$ cat config.mk
export PLATFORM = sky130hd
export DESIGN_NAME = carry_seq
export DESIGN_NICKNAME = d
export VERILOG_FILES = /design/src/rtl/carry_seq.sv
export SDC_FILE = /design/constraint.sdc
export NUM_CORES = 1
export LEC_CHECK = 0
export BUFFER_PORTS_ARGS = -buffer_cell sky130_fd_sc_hd__buf_2
export CAP_MARGIN = 30
export CORE_ASPECT_RATIO = 0.5
export CORE_MARGIN = 8
export CORE_UTILIZATION = 32
export DETAILED_ROUTE_END_ITERATION = 8
export PLACE_DENSITY_LB_ADDON = 0.12
export SYNTH_ARGS = -nofsm -noshare
export SYNTH_HDL_FRONTEND = slang
export SYNTH_SLANG_ARGS = --single-unit
$ cat constraint.sdc
create_clock -name QCK -period 4.4 [get_ports QCK]
set_input_delay 0.88 -clock QCK [delete_from_list [all_inputs] [get_ports QCK]]
set_output_delay 0.88 -clock QCK [all_outputs]
set_load 0.02 [all_outputs]
$ cat src/rtl/carry_seq.sv
// Bit-serial adder sequencer: walks operands LSB-first through an external
// full-adder cell, one bit per clock, and collects sum, carry-out and overflow.
module carry_seq #(
  parameter int   WIDTH   = 8,
  parameter logic CI_INIT = 1'b0
) (
  input  logic             QCK,
  input  logic             QRTN,
  input  logic             START,
  input  logic [WIDTH-1:0] A_IN,
  input  logic [WIDTH-1:0] B_IN,
  output logic             LI_A,
  output logic             LI_B,
  output logic             CI_OUT,
  input  logic             FZ,
  input  logic             CO,
  output logic             BUSY,
  output logic             DONE,
  output logic [WIDTH-1:0] SUM,
  output logic             COUT,
  output logic             OVF
);
  localparam int            IW       = $clog2(WIDTH);
  localparam logic [IW-1:0] IDX_LAST = IW'(WIDTH - 1);

  typedef enum logic [1:0] {S_IDLE, S_RUN, S_DONE} state_t;

  state_t           state, state_nx;
  logic [IW-1:0]    idx;
  logic             carry;
  logic [WIDTH-1:0] a_q, b_q;
  logic             accept, last, run;

  assign run  = (state == S_RUN);
  assign last = (idx == IDX_LAST);

  always_comb begin
    state_nx = state;
    accept   = 1'b0;
    case (state)
      S_IDLE: if (START) begin accept = 1'b1; state_nx = S_RUN; end
      S_RUN:  if (last) state_nx = S_DONE;
      S_DONE: begin
        // back-to-back: a new op can be taken in the result cycle itself
        if (START) begin accept = 1'b1; state_nx = S_RUN; end
        else state_nx = S_IDLE;
      end
      default: state_nx = S_IDLE;
    endcase
  end

  always_ff @(posedge QCK or negedge QRTN) begin
    if (!QRTN) begin
      state <= S_IDLE;
      idx   <= '0;
      carry <= 1'b0;
      a_q   <= '0;
      b_q   <= '0;
      SUM   <= '0;
      COUT  <= 1'b0;
      OVF   <= 1'b0;
    end else begin
      state <= state_nx;
      if (accept) begin
        a_q   <= A_IN;
        b_q   <= B_IN;
        idx   <= '0;
        carry <= CI_INIT;
      end else if (run) begin
        SUM[idx] <= FZ;
        carry    <= CO;
        // idx parks at the MSB; signed overflow is carry-in XOR carry-out of the MSB
        if (last) begin
          COUT <= CO;
          OVF  <= CO ^ carry;
        end else begin
          idx <= idx + IW'(1);
        end
      end
    end
  end

  assign BUSY   = run;
  assign DONE   = (state == S_DONE);
  assign LI_A   = run & a_q[idx];
  assign LI_B   = run & b_q[idx];
  assign CI_OUT = run & carry;
endmodule

==> results.py <==
metrics = {
    "clocking": {
        "cts_setup_buffers": 0,
        "cts.sinks": 32,
        "cts.htree.levels": 2,
        "clk_pin_slew_ps": 60,
        "cts_tree": "yes",
        "cts_hold_buf": 0,
        "clockBufferDepth": 2,
        "numCtsBuffers": 5,
        "cts.repair.resized": 0,
        "root_buffer": "clkbuf_8",
        "worst_skew_pair.late_latency_ps": 280,
    },
    "critical_path": {
        "cp.arrival_ps": 1790,
        "required_ps": 3520,
        "worst_setup_path_end_kind": "output pin",
        "r2r_cells": 5,
        "critPathLaunchType": "flop",
        "r2r-start": "idx[0]",
        "critPathMaxFanout": 14,
        "rr_endpoint": "idx[1]",
        "r2r_setup_slack_ps": 2550,
        "critPathSlowestCell": "dfrtp_1",
        "crit_type": "flop to output pin",
        "crit_chain": "inv_1 > o32ai_1 > o31a_1 > buf_2",
        "crit_path_max_incr_delay_ps": 660,
    },
    "detailed_routing": {
        "wire_per_inst_um": 13.18,
        "drt_wl_total_um": 3373,
        "wl_met3_um": 197,
        "wl_met2_um": 1252,
        "drtIter0Drc": 39,
        "highest_layer": "met4",
        "drt-vias-per-instance": 4.406,
        "drc": 0,
        "routed-via-count": 1128,
        "drt-met1-wl_um": 1879,
        "ant_nets": 0,
        "drtPass1Iterations": 4,
    },
    "floorplan": {
        "core_mm2": 0.004488,
        "row_count": 17,
        "dieArea_mm2": 0.007331,
        "start_util": 0.3379,
        "io_pins": 36,
        "die_x_um": 113.4,
        "die_y_um": 64.68,
    },
    "run_status": {
        "status": "finished clean",
    },
    "synth": {
        "synthSimpleGateAreaFrac": 0.2492,
        "syn_area_mm2": 0.001516,
        "synth_top_area_share": 0.5281,
        "synth-compound-area-share": 0.05446,
        "synth_seq_area_share": 0.5281,
        "yosys_register_bits": 32,
        "ys_warn_count": 0,
        "synth_nets": 177,
        "syn_inst": 154,
        "yosys-mux-area-fraction": 0.1023,
        "syn_avg_cell_area_um2": 9.847,
        "synth_fa_ha_area_frac": 0.01650,
        "synth_area_leaders": "dfrtp_1 53%, nand2_1 13%, mux2_2 5.2%",
        "synth_top_area_cell": "dfrtp_1",
        "synth_top_family_by_area": "simple AND/OR/NAND/NOR gates",
        "ys_types": 33,
        "synth-xor-area-share": 0.005776,
    },
    "sta": {
        "hold_viol": 0,
        "slew_violations": 0,
        "fmax_mhz": 374.9,
        "grt_setup_unrepaired": "no",
        "fin_ws_ps": 1732,
        "finalCritPeriodShare": 0.6063,
        "fin_tns_setup_ps": 0,
        "max_slew_margin": 0.5168,
        "clock-skew-final_ps": 5.957,
        "fin_crit_ps": 2668,
        "setup_viol": 0,
        "tightest_slew_ps": 724.8,
    },
    "placement": {
        "dpl.hpwl_um": 2502,
        "place_congestion": 0.7143,
        "dp.cells": 248,
        "dp_slack_ps": 2043,
        "port_buffers": 35,
    },
    "pwr": {
        "p_int_w": 0.0008103,
        "pwr-share-seq": 0.413,
        "p_switching_w": 0.0005535,
        "p_sw_frac": 0.4059,
        "p_clk_frac": 0.171,
        "combPwrFrac": 0.417,
        "max-vdd-ir-drop_mv": 0.1678,
        "finalPower_w": 0.001364,
        "p_leak_nw": 0.9242,
        "powerDensity_mw_per_mm2": 747.6,
    },
    "global_routing": {
        "grt_pass1_wl_um": 5609,
        "grt_pass1_vias": 1128,
        "grt_use_total": 0.09668,
        "gr-total-overflow": 0,
        "antenna_found_initial": 0,
        "grt_max_degree": 33,
    },
    "finish": {
        "fin_util": 0.4065,
        "fillers": 464,
        "antenna_cells": 0,
        "instances_no_fill": 256,
        "drive_above_1_share": 0.2842,
        "area_growth_pct": 20.30,
        "nNetsFinal": 212,
    },
    "worst_hold_path": {
        "whs_path_depth": 2,
        "min-delay-start": "OVF",
        "min_to": "OVF",
        "hp-class": "flop to flop",
    },
    "flow_run": {
        "cap_violations": 0,
    },
}
through the flow:
step | cell area, µm² | hold WS [ps]
2_1_floorplan | 1516 | 436.5
3_3_place_gp | 1734 | 462.2
3_5_place_dp | 1734 | 464.5
4_1_cts | 1824 | 478.9
5_1_grt | 1824 | 497.0
6_report | 1824 | 472.2
how the worst max path moves through the flow:
stage / start / endpoint / slack, ps / cells past startpoint
after CTS: idx[0] / LI_B / 1740 / 4
after global placement: idx[1] / LI_A / 2080 / 4
after global routing: idx[0] / LI_B / 1620 / 4
after detailed placement: idx[0] / LI_B / 2040 / 4
after floorplan: idx[1] / LI_A / 2200 / 4
final: idx[0] / LI_B / 1730 / 4
cell families after synthesis:
| group | count (synthesis) |
|---|---|
| AO/OA/AOI/OAI | 13 |
| XOR/XNOR | 1 |
| adder cells (fa/ha/maj) | 2 |
| buffers and inverters | 13 |
| flip-flops | 32 |
| multiplexers | 14 |
| AND/OR/NAND/NOR | 79 |
flip-flops by register name (all words and copies together) (netlist names):
signal / count
SUM: 8
idx: 3
a_q: 8
carry: 1
state: 2
COUT: 1
OVF: 1
b_q: 8
worst max-delay path, delay by kind of cell, from the launching register on:
| family | cells | cell delay, ps |
|---|---|---|
| DFF | 1 | 660 |
| AOI/OAI and AO/OA | 2 | 450 |
| buffers and inverters | 2 | 390 |
cell usage in the layout, fill, tap and decap left out, types with 4 or more instances in the layout:
cell      count
clkbuf_8      6
buf_2        35
o21ai_0       4
nand3_1       6
dfrtp_1      32
nand2_1      52
inv_1         5
mux2i_1       5
mux2_2        7
power groups by stage:
stage | Clock, W | Combinational, W | Sequential [W]
finish | 0.000233 | 0.000568 | 0.000563
global route | 0.000252 | 0.000638 | 0.000587
CTS | 0.000239 | 0.000583 | 0.000566
detailed placement | 0 | 0.000580 | 0.000572
global placement | 0 | 0.000570 | 0.000571
floorplan | 0 | 0.000412 | 0.000571
Yosys cell counts:
| cell | n |
|---|---|
| a211oi_1 | 1 |
| a21boi_0 | 1 |
| a21oi_1 | 3 |
| and2_1 | 1 |
| and3_1 | 1 |
| buf_2 | 2 |
| buf_6 | 2 |
| clkbuf_1 | 4 |
| dfrtp_1 | 32 |
| ha_1 | 2 |
| inv_1 | 5 |
| mux2_1 | 1 |
| mux2_2 | 7 |
| mux2_4 | 1 |
| mux2i_1 | 5 |
| nand2_1 | 52 |
| nand2_4 | 1 |
| nand2b_1 | 1 |
| nand2b_2 | 2 |
| nand2b_4 | 1 |
| nand3_1 | 6 |
| nand3b_1 | 1 |
| nor2_1 | 1 |
| nor2b_1 | 2 |
| nor3_1 | 3 |
| nor3b_1 | 1 |
| o21ai_0 | 4 |
| o22ai_1 | 1 |
| o31a_1 | 2 |
| o32ai_1 | 1 |
| or3_1 | 3 |
| or3b_1 | 3 |
| xnor2_1 | 1 |
metal layers:
metal | track usage | up-vias
met1 | 0.1379 | 514
met5 | 0 | -
met3 | 0.03878 | 5
met4 | 0.03947 | 0
met2 | 0.1237 | 26
li1 | - | 583
cell type report:
| type | count | area, µm² | area share |
|---|---|---|---|
| timing repair buffer | 36 | 182.7 | 0.1001 |
| clock buffer | 8 | 90.09 | 0.04938 |
| inverter | 5 | 18.77 | 0.01029 |
| multi-input combinational | 109 | 649.4 | 0.3560 |
| tap | 66 | 82.58 | 0.04527 |
| sequential | 32 | 800.8 | 0.4390 |
(Power assumes the default switching activity.)
